===== config.mk =====
export PLATFORM = sky130hd
export DESIGN_NAME = dsp_program_sequencer_flat
export DESIGN_NICKNAME = d
export VERILOG_FILES = /design/src/rtl/dsp_program_sequencer_if.sv /design/src/rtl/dsp_program_sequencer.sv /design/src/flat_wrapper.sv
export SDC_FILE = /design/constraint.sdc
export NUM_CORES = 1
export LEC_CHECK = 0
export ABC_AREA = 0
export BUFFER_PORTS_ARGS = -buffer_cell sky130_fd_sc_hd__buf_4
export CAP_MARGIN = 30
export CORE_MARGIN = 5
export CORE_UTILIZATION = 30
export CTS_CLUSTER_DIAMETER = 40
export CTS_CLUSTER_SIZE = 10
export DETAILED_ROUTE_END_ITERATION = 6
export PLACE_DENSITY = 0.62
export SYNTH_ARGS = -nofsm -noshare
export SYNTH_HDL_FRONTEND = slang
export SYNTH_SLANG_ARGS = --single-unit

===== constraint.sdc =====
create_clock -name clk_i -period 2.1 [get_ports clk_i]
set_input_delay 0.315 -clock clk_i [delete_from_list [all_inputs] [get_ports clk_i]]
set_output_delay 0.315 -clock clk_i [all_outputs]
set_load 0.01 [all_outputs]

===== src/rtl/dsp_program_sequencer_if.sv =====
// Instruction-memory read port and controller start/valid handshake
// between the program sequencer (master) and the BRAM/controller (slave).
interface dsp_program_sequencer_if #(
    parameter int I_WIDTH     = 32,
    parameter int IADDR_WIDTH = 6
);
    logic                   imem_en_o;
    logic [IADDR_WIDTH-1:0] imem_addr_o;
    logic [I_WIDTH-1:0]     imem_data_i;
    logic [I_WIDTH-1:0]     instr_o;
    logic                   ctrl_start_o;
    logic                   ctrl_valid_i;

    modport master (
        output imem_en_o, imem_addr_o, instr_o, ctrl_start_o,
        input  imem_data_i, ctrl_valid_i
    );

    modport slave (
        input  imem_en_o, imem_addr_o, instr_o, ctrl_start_o,
        output imem_data_i, ctrl_valid_i
    );
endinterface


===== src/rtl/dsp_program_sequencer.sv =====
// Program sequencer: fetches packed DSP instructions from the instruction
// BRAM and issues them one at a time to the single-instruction controller.
module dsp_program_sequencer #(
    parameter int I_WIDTH     = 32,
    parameter int IADDR_WIDTH = 6
) (
    input  logic                   clk_i,
    input  logic                   rst_ni,
    input  logic                   run_i,
    input  logic                   abort_i,
    input  logic [IADDR_WIDTH-1:0] base_addr_i,
    input  logic [IADDR_WIDTH:0]   prog_len_i,
    output logic                   busy_o,
    output logic                   done_o,
    output logic                   aborted_o,
    output logic [IADDR_WIDTH:0]   issued_o,
    dsp_program_sequencer_if.master bus
);
    typedef enum logic [2:0] {
        S_IDLE, S_FETCH, S_LOAD, S_ISSUE, S_RELEASE, S_DONE
    } state_e;

    state_e                 state_q, state_d;
    logic [IADDR_WIDTH-1:0] pc_q, pc_d;
    logic [IADDR_WIDTH:0]   rem_q, rem_d;
    logic                   abort_q, abort_d;
    logic [IADDR_WIDTH:0]   issued_q, issued_d;
    logic                   aborted_q, aborted_d;
    logic [I_WIDTH-1:0]     instr_q, instr_d;
    logic                   imem_en_q, start_q, busy_q, done_q;
    logic [IADDR_WIDTH-1:0] imem_addr_q;

    // Next-state, program counter, remaining count and abort bookkeeping.
    always_comb begin
        // NOTE: every variable gets a default before the case so no path leaves it unassigned (no latch).
        state_d   = state_q;
        pc_d      = pc_q;
        rem_d     = rem_q;
        abort_d   = abort_q;
        issued_d  = issued_q;
        aborted_d = aborted_q;
        instr_d   = instr_q;
        case (state_q)
            S_IDLE: begin
                if (run_i) begin
                    pc_d      = base_addr_i;
                    rem_d     = prog_len_i;
                    abort_d   = 1'b0;
                    issued_d  = '0;
                    aborted_d = 1'b0;
                    state_d   = (prog_len_i == '0) ? S_DONE : S_FETCH;
                end
            end
            S_FETCH: begin
                // Nothing has reached the controller yet, so an abort here ends the run.
                if (abort_i) begin
                    aborted_d = 1'b1;
                    state_d   = S_DONE;
                end else begin
                    state_d = S_LOAD;
                end
            end
            S_LOAD: begin
                instr_d = bus.imem_data_i;
                abort_d = abort_q | abort_i;
                state_d = S_ISSUE;
            end
            S_ISSUE: begin
                if (bus.ctrl_valid_i) begin
                    issued_d = issued_q + (IADDR_WIDTH + 1)'(1);
                    pc_d     = pc_q + IADDR_WIDTH'(1);
                    rem_d    = rem_q - (IADDR_WIDTH + 1)'(1);
                    // An abort landing with the last completion is a normal finish.
                    abort_d  = abort_q | (abort_i && (rem_q != (IADDR_WIDTH + 1)'(1)));
                    state_d  = S_RELEASE;
                end else begin
                    abort_d = abort_q | abort_i;
                end
            end
            S_RELEASE: begin
                if (!bus.ctrl_valid_i) begin
                    if (abort_q || abort_i) begin
                        aborted_d = 1'b1;
                        state_d   = S_DONE;
                    end else if (rem_q == '0) begin
                        state_d = S_DONE;
                    end else begin
                        state_d = S_FETCH;
                    end
                end else begin
                    abort_d = abort_q | abort_i;
                end
            end
            S_DONE: begin
                if (!run_i) state_d = S_IDLE;
            end
            default: state_d = S_IDLE;
        endcase
    end

    // State register plus outputs registered from the next-state values.
    always_ff @(posedge clk_i) begin
        if (!rst_ni) begin
            state_q     <= S_IDLE;
            pc_q        <= '0;
            rem_q       <= '0;
            abort_q     <= 1'b0;
            issued_q    <= '0;
            aborted_q   <= 1'b0;
            instr_q     <= '0;
            imem_en_q   <= 1'b0;
            imem_addr_q <= '0;
            start_q     <= 1'b0;
            busy_q      <= 1'b0;
            done_q      <= 1'b0;
        end else begin
            // NOTE: non-blocking assignments so every flop samples pre-edge values.
            state_q     <= state_d;
            pc_q        <= pc_d;
            rem_q       <= rem_d;
            abort_q     <= abort_d;
            issued_q    <= issued_d;
            aborted_q   <= aborted_d;
            instr_q     <= instr_d;
            imem_en_q   <= (state_d == S_FETCH);
            imem_addr_q <= pc_d;
            start_q     <= (state_d == S_ISSUE);
            busy_q      <= (state_d != S_IDLE) && (state_d != S_DONE);
            done_q      <= (state_d == S_DONE);
        end
    end

    assign bus.imem_en_o    = imem_en_q;
    assign bus.imem_addr_o  = imem_addr_q;
    assign bus.instr_o      = instr_q;
    assign bus.ctrl_start_o = start_q;
    assign busy_o           = busy_q;
    assign done_o           = done_q;
    assign aborted_o        = aborted_q;
    assign issued_o         = issued_q;
endmodule

===== src/flat_wrapper.sv =====
// flat-port wrapper written by rule: the top's interface ports become plain ports
module dsp_program_sequencer_flat 
#(
    parameter int I_WIDTH     = 32,
    parameter int IADDR_WIDTH = 6
)
  (clk_i, rst_ni, run_i, abort_i, base_addr_i, prog_len_i, busy_o, done_o, aborted_o, issued_o, bus_imem_en_o, bus_imem_addr_o, bus_instr_o, bus_ctrl_start_o, bus_imem_data_i, bus_ctrl_valid_i);
  dsp_program_sequencer_if #(.I_WIDTH(I_WIDTH), .IADDR_WIDTH(IADDR_WIDTH)) bus_i ();
  input  logic clk_i;
  input  logic rst_ni;
  input  logic run_i;
  input  logic abort_i;
  input  logic [IADDR_WIDTH-1:0] base_addr_i;
  input  logic [IADDR_WIDTH:0] prog_len_i;
  output logic busy_o;
  output logic done_o;
  output logic aborted_o;
  output logic [IADDR_WIDTH:0] issued_o;
  output wire logic [$bits(bus_i.imem_en_o)-1:0] bus_imem_en_o;
  output wire logic [$bits(bus_i.imem_addr_o)-1:0] bus_imem_addr_o;
  output wire logic [$bits(bus_i.instr_o)-1:0] bus_instr_o;
  output wire logic [$bits(bus_i.ctrl_start_o)-1:0] bus_ctrl_start_o;
  input wire logic [$bits(bus_i.imem_data_i)-1:0] bus_imem_data_i;
  input wire logic [$bits(bus_i.ctrl_valid_i)-1:0] bus_ctrl_valid_i;
  assign bus_imem_en_o = bus_i.imem_en_o;
  assign bus_imem_addr_o = bus_i.imem_addr_o;
  assign bus_instr_o = bus_i.instr_o;
  assign bus_ctrl_start_o = bus_i.ctrl_start_o;
  assign bus_i.imem_data_i = bus_imem_data_i;
  assign bus_i.ctrl_valid_i = bus_ctrl_valid_i;
  dsp_program_sequencer #(.I_WIDTH(I_WIDTH), .IADDR_WIDTH(IADDR_WIDTH)) u_core (.clk_i(clk_i), .rst_ni(rst_ni), .run_i(run_i), .abort_i(abort_i), .base_addr_i(base_addr_i), .prog_len_i(prog_len_i), .busy_o(busy_o), .done_o(done_o), .aborted_o(aborted_o), .issued_o(issued_o), .bus(bus_i));
endmodule

==> Implementation_results.wiki <==
{| class="wikitable"
! Metric !! Value
|-
| Vias per inst || 4.87
|-
| Biggest area consumer among synthesized cells || sky130_fd_sc_hd__dfxtp_1
|-
| Share of flip-flops with an asynchronous set or reset || 0%
|-
| Post CTS Setup Buffer Count || 0
|-
| Horiz. Die Dim || 104 um
|-
| Antenna cells || 0
|-
| Total global routing track utilization || 13.3%
|-
| Antenna Nets Post-Route || 0
|-
| Final global-route overflow total || 0
|-
| Area growth syn-to-layout || 40.7%
|-
| TritonCTS clock tree || done
|-
| Post-synthesis instance area || 2670 um^2
|-
| Number of remaining DRC errors || 0
|-
| Pin count of the biggest net entering global routing || 33
|-
| Area contributors post-synth || sky130_fd_sc_hd__dfxtp_1 46%, sky130_fd_sc_hd__nand2_1 12%, sky130_fd_sc_hd__a21oi_1 9.2%
|-
| Status || finished clean
|-
| Highest net fanout along the worst path || 17
|-
| Critical path origin || u_core.state_q[0]$_SDFF_PN0_
|-
| Clock transition at the registers of the reported paths || 0.08 ns
|-
| Final count of hold timing violations || 0
|-
| Deepest level of the CTS H-tree || 3
|-
| Final Net Count || 494
|-
| Floorplan die height || 104 um
|-
| Highest clock rate || 0.517 GHz
|-
| Portion of the post-synthesis area used by sequential elements || 45.8%
|-
| Fin Setup TNS || 0 ns
|-
| Number of flops mapped to enable cells by yosys || 0
|-
| Worst hold slack || 0.230 ns
|-
| Worst hold-check path type || input pin to flop
|-
| Final Instance Count excl. Fillers || 552
|-
| Clock skew after layout || 0.00847 ns
|-
| Worst IR drop on VDD || 319 uV
|-
| Clock buffer count from CTS || 9
|-
| Clock tree root driver cell || sky130_fd_sc_hd__clkbuf_8
|-
| Fillers || 897
|-
| Max-slew headroom || 51.9%
|-
| Hpwl dp || 5330 um
|-
| Leading cell type by number of instances after synthesis || sky130_fd_sc_hd__nand2_1
|-
| Prevailing post-synth register cell || sky130_fd_sc_hd__dfxtp_1
|-
| Unrepaired setup endpoints after global routing || no
|-
| WP data required || 2.31 ns
|-
| Pwr per Cell Area || 842 nW/um^2
|-
| Number of slew-limit violations in the final report || 0
|-
| Syn Inst Count || 341
|-
| Floorplan die area || 10900 um^2
|-
| Fraction of layout instances using a drive strength above 1 || 28.8%
|-
| Sink count of the clock tree || 61
|-
| Cell total after placement || 536
|-
| Clock network latency to the later pin of the worst-skew pair || 0.32 ns
|-
| Global-route wire length before repair || 12100 um
|-
| Finish-stage setup viols || 0
|-
| Min cycle time layout || 1.93 ns
|-
| Critical register-to-register path startpoint || u_core.state_q[0]$_SDFF_PN0_
|-
| Vias in the first global route || 2525
|-
| Max cap viols || 0
|-
| Post-Synthesis Net Count || 396
|-
| Endpoint arrival time on the critical path || 2.15 ns
|-
| Starting Density || 30.7%
|-
| Count of distinct cell types in the synthesized netlist || 42
|-
| First-pass iteration count of the detailed router || 4
|-
| Worst slack, placed || 0.204 ns
|-
| List of most frequent post-synthesis cells || 82 x sky130_fd_sc_hd__nand2_1, 61 x sky130_fd_sc_hd__dfxtp_1, 49 x sky130_fd_sc_hd__a21oi_1, 28 x sky130_fd_sc_hd__nor2_1, 15 x sky130_fd_sc_hd__o21ai_0
|-
| Wire per inst || 13.2 um
|-
| Clock Tree Buf Depth || 2
|-
| Capturing element type of the critical path || flop
|-
| Crit path kind || flop to flop
|-
| Kind of start point of the critical path || flop
|-
| Number of antenna violations at the first check in global routing || 0
|-
| Synth Register Bits || 61
|-
| Placement row count || 34
|-
| # IOs || 100
|-
| Per-instance average area after synthesis || 7.82 um^2
|-
| Final core utilization || 43.3%
|-
| Share of the synthesized area in the top cell type || 45.8%
|-
| Post-CTS Hold Fix Bufs || 0
|-
| Starting DRC count in detailed routing || 95
|-
| Floorplan Core Area || 8680 um^2
|-
| PortBufs || 99
|-
| Period utilization || 92.0%
|-
| Static leakage || 1.57 nW
|-
| Total of warnings raised by yosys || 0
|-
| Start point of the worst min-delay path || bus_imem_data_i[30]
|-
| Gpl congestion || 0.762
|-
| Resized cells post-CTS || 0
|-
| Total via count in the routed design || 2689
|-
| Wire length reported by the detailed router || 7300 um
|-
| Actual transition at the worst max-transition pin || 0.716 ns
|-
| Final setup margin || 0.168 ns
|}
through the flow:
stage / total power [mW] / cell area [um^2]
CTS: 3.20 / 3750
finish: 3.16 / 3750
floorplan: 1.68 / 2670
global placement: 1.92 / 3510
detailed placement: 1.93 / 3510
global route: 3.33 / 3750
cell usage in the layout, fill, tap and decap left out, types with 2 or more instances in the layout:
cell / Yosys / routed
sky130_fd_sc_hd__buf_4: 0 / 107
sky130_fd_sc_hd__nand2_1: 82 / 82
sky130_fd_sc_hd__dfxtp_1: 61 / 61
sky130_fd_sc_hd__a21oi_1: 49 / 49
sky130_fd_sc_hd__nor2_1: 28 / 28
sky130_fd_sc_hd__o21ai_0: 15 / 15
sky130_fd_sc_hd__nor3_1: 14 / 14
sky130_fd_sc_hd__clkbuf_8: 0 / 9
sky130_fd_sc_hd__inv_1: 6 / 6
sky130_fd_sc_hd__nand3_1: 5 / 5
sky130_fd_sc_hd__xor2_1: 5 / 5
sky130_fd_sc_hd__nand4_1: 5 / 5
sky130_fd_sc_hd__ha_1: 5 / 5
sky130_fd_sc_hd__and3_1: 3 / 3
sky130_fd_sc_hd__nand3b_1: 3 / 3
sky130_fd_sc_hd__or3_1: 3 / 3
sky130_fd_sc_hd__nor3b_1: 3 / 3
sky130_fd_sc_hd__a221oi_1: 3 / 3
sky130_fd_sc_hd__bufinv_16: 0 / 3
sky130_fd_sc_hd__o31ai_1: 2 / 2
sky130_fd_sc_hd__nor2b_1: 3 / 2
sky130_fd_sc_hd__nor4_1: 2 / 2
sky130_fd_sc_hd__nand2b_1: 2 / 2
sky130_fd_sc_hd__a22oi_1: 2 / 2
sky130_fd_sc_hd__a2bb2oi_1: 2 / 2
sky130_fd_sc_hd__and2_1: 2 / 2
final timing paths:
kind	slack, ns	to	depth (start not counted)
setup / recovery	0.17	u_core.busy_o$_SDFF_PN0_	5
hold / removal	0.23	u_core.bus.instr_o[30]$_SDFFE_PN0P_	3
hold reg to reg	0.46	u_core.bus.instr_o[3]$_SDFFE_PN0P_	2
setup reg to reg	0.17	u_core.busy_o$_SDFF_PN0_	5
layout make-up:
| cell class | count | area (um^2) | area share [%] |
|---|---|---|---|
| multi-input combinational | 254 | 1330 | 35.5 |
| sequential | 61 | 1220 | 32.5 |
| timing repair buffer | 107 | 803 | 21.4 |
| tap | 108 | 135 | 3.60 |
| clock buffer | 10 | 128 | 3.40 |
| clock inverter | 6 | 111 | 2.97 |
| inverter | 6 | 22.5 | 0.600 |
layer usage:
metal / global-route usage (%) / routed length [um] / part of all wire (%) / vias to the layer above
met5: 0 / 0 / 0 / -
met2: 21.6 / 3500 / 48 / 80
met1: 16.9 / 3340 / 46 / 1240
met3: 3.10 / 400 / 5.5 / 2
met4: 5.00 / 48 / 0.66 / 0
li1: - / - / - / 1367
power by group:
part | total [mW] | internal (mW) | switching (mW)
Clock | 1.26 | 0.789 | 0.467
Combinational | 0.580 | 0.278 | 0.302
Sequential | 1.33 | 1.24 | 0.0840
Total | 3.16 | 2.31 | 0.852
cells by family (layout without fill, tap and decap cells):
family                   Yosys count  after routing  share of synthesized area [%]
AND/OR/NAND/NOR                  159            159                           26.7
buffers and inverters             26            129                           4.36
XOR/XNOR                           5              5                           1.64
adder cells (fa/ha/maj)            5              5                           2.35
AO/OA/AOI/OAI                     84             84                           18.8
multiplexers                       1              1                          0.375
flip-flops                        61             61                           45.8
flip-flops by register name, summed over array words and instances (netlist names):
signal,count
u_core.done_o,1
u_core.aborted_o,1
u_core.bus.instr_o,32
u_core.bus.imem_en_o,1
u_core.issued_o,7
u_core.bus.ctrl_start_o,1
u_core.pc_q,6
u_core.busy_o,1
u_core.state_q,3
u_core.rem_q,7
u_core.abort_q,1
worst max-delay path, stage by stage, from the launching register on:
cell and delay, ns:
sky130_fd_sc_hd__dfxtp_1 0.59, sky130_fd_sc_hd__or3b_4 0.24, sky130_fd_sc_hd__a21o_4 0.22, sky130_fd_sc_hd__a21oi_1 0.08, sky130_fd_sc_hd__or3_1 0.38, sky130_fd_sc_hd__a221oi_1 0.31
Note: power is estimated with default switching activity, not from simulation.
